File: src/rtl/rr_mux_pkg.sv
// rr_mux_pkg: shared constants, FSM state type and select decode for the mux feeder
package rr_mux_pkg;
  localparam int N = 4;
  localparam int SEL_W = 2;
  localparam int W = 4;
  typedef enum logic {IDLE, GRANT} state_t;
  function automatic logic [N-1:0] onehot(input logic [SEL_W-1:0] s);
    return N'(1) << s;
  endfunction
endpackage

File: src/rtl/rr_pick.sv
// rr_pick: combinational round-robin picker, searching last+1 .. last+4 (mod 4)
module rr_pick import rr_mux_pkg::*; (
  input  logic [N-1:0]     req,
  input  logic [SEL_W-1:0] last,
  output logic [SEL_W-1:0] idx,
  output logic             found
);
  logic [SEL_W-1:0] c;
  always_comb begin
    idx = '0;
    found = 1'b0;
    c = '0;
    // walk from farthest to nearest so the nearest requester after last wins
    for (int k = N; k >= 1; k--) begin
      c = last + SEL_W'(k);
      if (req[c]) begin
        idx = c;
        found = 1'b1;
      end
    end
  end
endmodule

File: src/rtl/rr_mux_feeder.sv
// rr_mux_feeder: holds one payload per channel and feeds a 4-way mux round-robin
module rr_mux_feeder import rr_mux_pkg::*; (
  input  logic         clk,
  input  logic         rst_n,
  input  logic [3:0]   in_valid,
  output logic [3:0]   in_ready,
  input  logic [W-1:0] in_data0,
  input  logic [W-1:0] in_data1,
  input  logic [W-1:0] in_data2,
  input  logic [W-1:0] in_data3,
  output logic [W-1:0] a,
  output logic [W-1:0] b,
  output logic [W-1:0] c,
  output logic [W-1:0] d,
  output logic [1:0]   sel,
  output logic         out_valid,
  input  logic         out_ready,
  output logic [7:0]   xfer_count
);
  state_t state, state_n;
  logic [N-1:0] slot_valid, load, req;
  logic [W-1:0] slot [N];
  logic [W-1:0] din [N];
  logic [SEL_W-1:0] last_grant, idx, last;
  logic found, hs;
  assign din[0] = in_data0;
  assign din[1] = in_data1;
  assign din[2] = in_data2;
  assign din[3] = in_data3;
  assign a = slot[0];
  assign b = slot[1];
  assign c = slot[2];
  assign d = slot[3];
  assign in_ready = ~slot_valid;
  assign load = in_valid & in_ready;
  assign hs = (state == GRANT) && out_ready;
  // while granting, the next pick excludes the slot being consumed and starts after it
  assign req = (state == GRANT) ? (slot_valid & ~onehot(sel)) : slot_valid;
  assign last = (state == GRANT) ? sel : last_grant;
  rr_pick u_pick (.req(req), .last(last), .idx(idx), .found(found));
  always_comb begin
    state_n = (state == IDLE) ? (found ? GRANT : IDLE) : ((out_ready && !found) ? IDLE : GRANT);
    out_valid = (state == GRANT);
  end
  always_ff @(posedge clk or negedge rst_n) begin
    if (!rst_n) state <= IDLE;
    else state <= state_n;
  end
  always_ff @(posedge clk or negedge rst_n) begin
    if (!rst_n) begin
      slot_valid <= '0;
      slot <= '{default: '0};
      sel <= '0;
      last_grant <= 2'd3;
      xfer_count <= '0;
    end else begin
      slot_valid <= (slot_valid & ~(hs ? onehot(sel) : '0)) | load;
      for (int i = 0; i < N; i++) if (load[i]) slot[i] <= din[i];
      if (found && (state == IDLE || out_ready)) sel <= idx;
      if (hs) begin
        last_grant <= sel;
        xfer_count <= xfer_count + 8'd1;
      end
    end
  end
endmodule
File: config.mk
export PLATFORM = sky130hd
export DESIGN_NAME = rr_mux_feeder
export DESIGN_NICKNAME = d
export VERILOG_FILES = /design/src/rtl/rr_mux_pkg.sv /design/src/rtl/rr_pick.sv /design/src/rtl/rr_mux_feeder.sv
export SDC_FILE = /design/constraint.sdc
export NUM_CORES = 1
export LEC_CHECK = 0
export ABC_AREA = 1
export CAP_MARGIN = 30
export CORE_MARGIN = 3
export CORE_UTILIZATION = 45
export CTS_CLUSTER_SIZE = 16
export DETAILED_ROUTE_END_ITERATION = 12
export PLACE_DENSITY = 0.78
export SLEW_MARGIN = 40
export SYNTH_ARGS = -nofsm -noshare
export SYNTH_HDL_FRONTEND = slang
export SYNTH_HIERARCHICAL = 1
export SYNTH_SLANG_ARGS = --single-unit
File: constraint.sdc
create_clock -name clk -period 2.1 [get_ports clk]
set_clock_uncertainty 0.1 [all_clocks]
set_input_delay 0.21 -clock clk [delete_from_list [all_inputs] [get_ports clk]]
set_output_delay 0.21 -clock clk [all_outputs]
set_load 0.02 [all_outputs]
# Word level (Yosys, flattened, before mapping)
# Index checks and enable logic that the tools add are counted.
# totals
reg_bits	33
latchBits	0
ram_bits	0
mem_bits_ro	0
input_bits	23
output_inout_bits	31
elab_cells	53
mem_count	0
# classes
n_addsub	4
multipliers	0
div	0
order_cmp	4
n_eq_ne	0
n_shift	1
n_mux	22
bitwise_logic	8
reduce_logical	5
# op_table
operator	n
$and A4 B4 Y4	3
$lt A2 B3 Y1 const B	4
$not A4 Y4	3
$mux W1	11
$mux W2	5
$add A8 B1 Y8 const B	1
$bmux W1 S2	4
$mux W4	2
$add A2 B2 Y2 const B	2
$or A4 B4 Y4	1
$shl A1 B2 Y4 const A	1
$logic_and A1 B1 Y1	3
$add A2 B1 Y2 const B	1
$logic_not A1 Y1	1
$logic_or A1 B1 Y1	1
$not A1 Y1	1

# Logic depth before layout (Yosys ltp)
# depth
ltp_word	14
mapped_depth	15

# Hierarchy
# Netlist, hierarchy kept.
# modules_own_cells
module	n_inst	cells_per_inst	area_each_um2	seq_area_each_um2
rr_mux_feeder	1	158	1422.6	828.3
rr_pick	1	49	226.5	0.0

# Worst setup path after synthesis
# Ideal clock, no wire load.
# synth_timing
path_kind	register to register
from	register state, in the netlist out_valid
to	register sel[0]
arrival_ns	1.678
t_required_ns	1.875
slack_ns	0.196
path_stages_with_launch	15
path_cell_list	dfrtp_1 -> buf_2 -> inv_2 -> o21ai_0 -> inv_1 -> nand2_1 -> nand2_1 -> nand2_1 -> nand2_1 -> nand2_1 -> nand2_1 -> nand2_1 -> nand2_1 -> nor2_1 -> a21oi_1
# synth_via
word_cells_on_any_way	24
classes_between	3 x add/sub; 18 x mux; 1 x bitwise; 2 x reduce/logical
# synth_lines
item	line_no	rtl
start: declaration	rr_mux_feeder.sv:20	state_t state, state_n;
start signal: assignment	rr_mux_feeder.sv:47	else state <= state_n;
$mux W2 *	rr_mux_feeder.sv:39	assign last = (state == GRANT) ? sel : last_grant;
named net last[1]	rr_mux_feeder.sv:24	logic [SEL_W-1:0] last_grant, idx, last;
$add A2 B2 Y2 / $bmux W1 S2 (equally long branches)	rr_pick.sv:15, rr_pick.sv:16	
$bmux W1 S2 / $mux W1 (equally long branches)	rr_pick.sv:16	if (req[c]) begin
$mux W1 (implied by the code) / $mux W2 (equally long branches)	rr_pick.sv:16	
$mux W2 (2 in series)	rr_pick.sv:16	
$mux W2 *	rr_pick.sv:16	
named net idx[0]	rr_mux_feeder.sv:24	
end signal: assignment	rr_mux_feeder.sv:59	if (found && (state == IDLE || out_ready)) sel <= idx;
end: declaration	rr_mux_feeder.sv:15	output logic [1:0] sel,
# The timed path passes the listed nets; every way through them passes the cells marked *. The select of a mux whose other input is x is not followed.
# A chain may end at the register's enable or synchronous reset.

# Worst setup path in the final report
# layout_timing
from	register state, in the netlist out_valid
to	output port out_valid
# layout_lines
item	line_no	rtl
end: declaration	rr_mux_feeder.sv:16	output logic out_valid,
# No word-level cell between the ends.

==> impl_results.md <==
* LEAKAGE at approximately 1.2 nW
* GPL Wtd Cong at 0.819
* GRT overflow at 0
* Ys flop type: dfrtp_1
* Final HPWL DP at around 2700 um
* Largest area contributor in the netlist: dfrtp_1
* Synthesized instance count at 207
* Largest net degree at the start of global routing at 34
* Sequential area share after synthesis at between 50% and 60%
* Die Area at 0.00443 sq mm
* H-tree depth at 2
* DP Worst Slack at approximately 230 ps
* P_sw at about 1.7 mW
* Least-Margin Pin Slew at approximately 410 ps
* Fin crit period at ~1800 ps
* TritonRoute pass-1 iters at 4
* Share of layout cells above drive strength 1 at a little over a tenth
* Cts hold-fix bufs at 0
* Setup tns final at 0 ps
* Port bufs at 53
* Max Slew Vio Count at 0
* Routed WL at 3460 um
* Max capacitance violation total at 0
* Area fraction of the dominant cell type after synthesis at 47.0%
* Highest Clock Rate at ~0.55 GHz
* Worst skew pair latency at between 200 and 300 ps
* Clk buf depth at 2
* ANT cells at 0
* Num CTS Buffers at 5
* WL/cell at 11.0 um
* Die Y at 66.5 um
* CP endpoint kind: primary output
* CTS root buffer: clkbuf_8
* Post-Syn Nets at roughly 230
* Nets at approximately 290
* Gr usage total at a little under a fifth
* Endpoints failing setup at 0
* TritonCTS clock tree: yes
* Synth Register Bits at 33
* Final Hold Slack at around 220 ps
* Clock tree sinks at 33
* Rel. slew slack at between 70 and 80%
* Initial Util at about 48%
* PD cells at 1690 mW/mm^2
* Library cells used by synthesis at 29
* Sw frac at between 40% and 50%
* Die Wd at 66.5 um
* WP data required at roughly 1800 ps
* Setup crit start kind: flip-flop
* Ys async rst share at between 90% and 100%
* Finished Cell Area at approximately 0.0023 sq mm
* Final Hold Vio Count at 0
* First-pass GRT wire length at roughly 6200 um
* Average size of a mapped cell at roughly 8 sq um
* Non-Filler Instances at about 320
* Sequential share of power at slightly below 30%
* # IOs at 54
* Post-route ant nets at 0
* Area Growth Syn to Fin at 41.5%
* Crit-path max FO at 7
* Post-synth EDFFs at 0
* Arr. time, crit path at approximately 1500 ps
* Initial antenna violation count at 0
* VDD IR max at between 0.8 and 0.9 mV
* Final period util at 87.1%
* Number of global-route vias before repair at around 1.4k
* Worst setup path class: reg2out
* Num rows at 21
* Number of remaining DRC errors at 0
* Core ar. at ~0.0034 sq mm
* HP Class: in2async
* Placed cells at 307
* Vias per cell at 4.66
* Cell Area, Synth at approximately 0.0016 sq mm
* Area after DPL at between 0.002 and 0.0025 sq mm
* DRT iter0 DRCs at between 50 and 60
* Layout fillers at between 200 and 300
* Int Power at around 2.2 mW
* Comb power frac at between 50 and 60%
* Clk pwr share at roughly an eighth
* Unrepaired setup endpoints after global routing: false
* Area contributors post-synth: dfrtp_1, nand2_1, nand3_1, inv_1, dfstp_2
* Register clock-pin slew on the reported worst setup and hold paths at roughly 60 ps
* Outcome: completed
* PnR worst setup slack at around 270 ps
* Via count at about 1.5k
* Yosys warning count at 6
-- stage by stage --
step | utilization, % | power [mW]
after floorplan | - | 2.64
after global placement | 65.2 | 3.45
after detailed placement | 65.2 | 3.48
after CTS | 67.8 | 3.97
after global routing | 67.8 | 4.31
final | 67.8 | 3.94
-- cell usage after synthesis (2+ instances only) --
cell,n
o21ai_2,2
a21oi_1,2
a31oi_1,3
nand2_1,86
inv_2,3
o21ai_1,5
dfstp_2,2
o21ai_0,2
inv_1,20
xor2_1,2
nand3_1,23
xnor2_1,2
nor2_4,2
nand2_2,5
dfrtp_1,31
nor2_1,4
-- sequential cells by signal (all words and copies together) (netlist names) --
signal / count
a: 4
b: 4
c: 4
d: 4
last_grant: 2
out_valid: 1
sel: 2
slot_valid: 4
xfer_count: 8
-- cell usage in the layout, fill, tap and decap left out --
cell and count:
clkdlybuf4s50_1 53, nand2_4 1, nor2_1 4, o21ai_2 2, buf_4 3, o31ai_1 1, nand3b_1 1, nor2_2 1
o21ai_0 1, dfstp_2 2, o21ai_1 6, and2_4 1, a31oi_1 3, clkbuf_8 6, clkbuf_1 2, nand2_1 86
xnor2_1 2, xor2_1 2, o211ai_1 1, inv_1 20, nor2_4 2, dfrtp_1 31, nand3_1 23, nand3_2 1
ha_1 1, o21bai_1 1, a21oi_1 2, nor3_1 1, inv_8 1, nand2_2 5, inv_2 3
-- cell families after synthesis --
| group | share of synthesized area [%] |
|---|---|
| buffers and inverters | 6.90 |
| DFF | 50.2 |
| adders and majority gates | 0.759 |
| AOI/OAI and AO/OA | 6.30 |
| xor gates and xnor gates | 2.12 |
| and+or+nand+nor | 33.7 |
-- final cells by class --
type                       count  area, sq um  share of cell area, %
tap                           46         57.6                   2.47
multi-input combinational    148          707                   30.3
sequential                    33          828                   35.5
timing repair buffer          56          553                   23.7
inverter                      24         97.6                   4.18
clock buffer                   8         90.1                   3.86
-- repair_timing --
action | 4_1_cts | 5_1_grt
setup endpoints to repair | 0 | 2
setup buffers | 0 | 0
resized for setup | 0 | 1
-- final timing paths --
check	startpoint	endpoint	slack (ps)	depth (start not counted)
max	out_valid$_DFF_PN0_	out_valid	270	2
min	rst_n	xfer_count[4]$_DFFE_PN0P_	220	2
max in group asynchronous	rst_n	last_grant[0]$_DFFE_PN1P_	1340	2
min reg2reg	c[0]$_DFFE_PN0P_	c[0]$_DFFE_PN0P_	370	2
max reg2reg	last_grant[0]$_DFFE_PN1P_	sel[0]$_DFFE_PN0P_	330	14
min in group clk	c[0]$_DFFE_PN0P_	c[0]$_DFFE_PN0P_	370	2
-- power by group through the flow --
stage,combinational [mW],sequential (mW),clock (mW)
final,2.29,1.16,0.482
after global routing,2.57,1.20,0.528
after detailed placement,2.31,1.17,0
after floorplan,1.22,1.42,0
after CTS,2.32,1.16,0.494
after global placement,2.29,1.16,0
-- worst max-delay path, stage by stage (launching register included) --
cell,delay (ps)
dfrtp_1,450
buf_4,180
clkdlybuf4s50_1,610
-- layer usage --
metal / vias up / part of all wire, % / track usage, %
li1: 776 / - / -
met1: 659 / 48 / 23.5
met2: 30 / 45 / 29.2
met3: 4 / 6.2 / 7.59
met4: 0 / 0.75 / 4.57
met5: - / 0 / 0
Power figures use the tool's default switching activity.
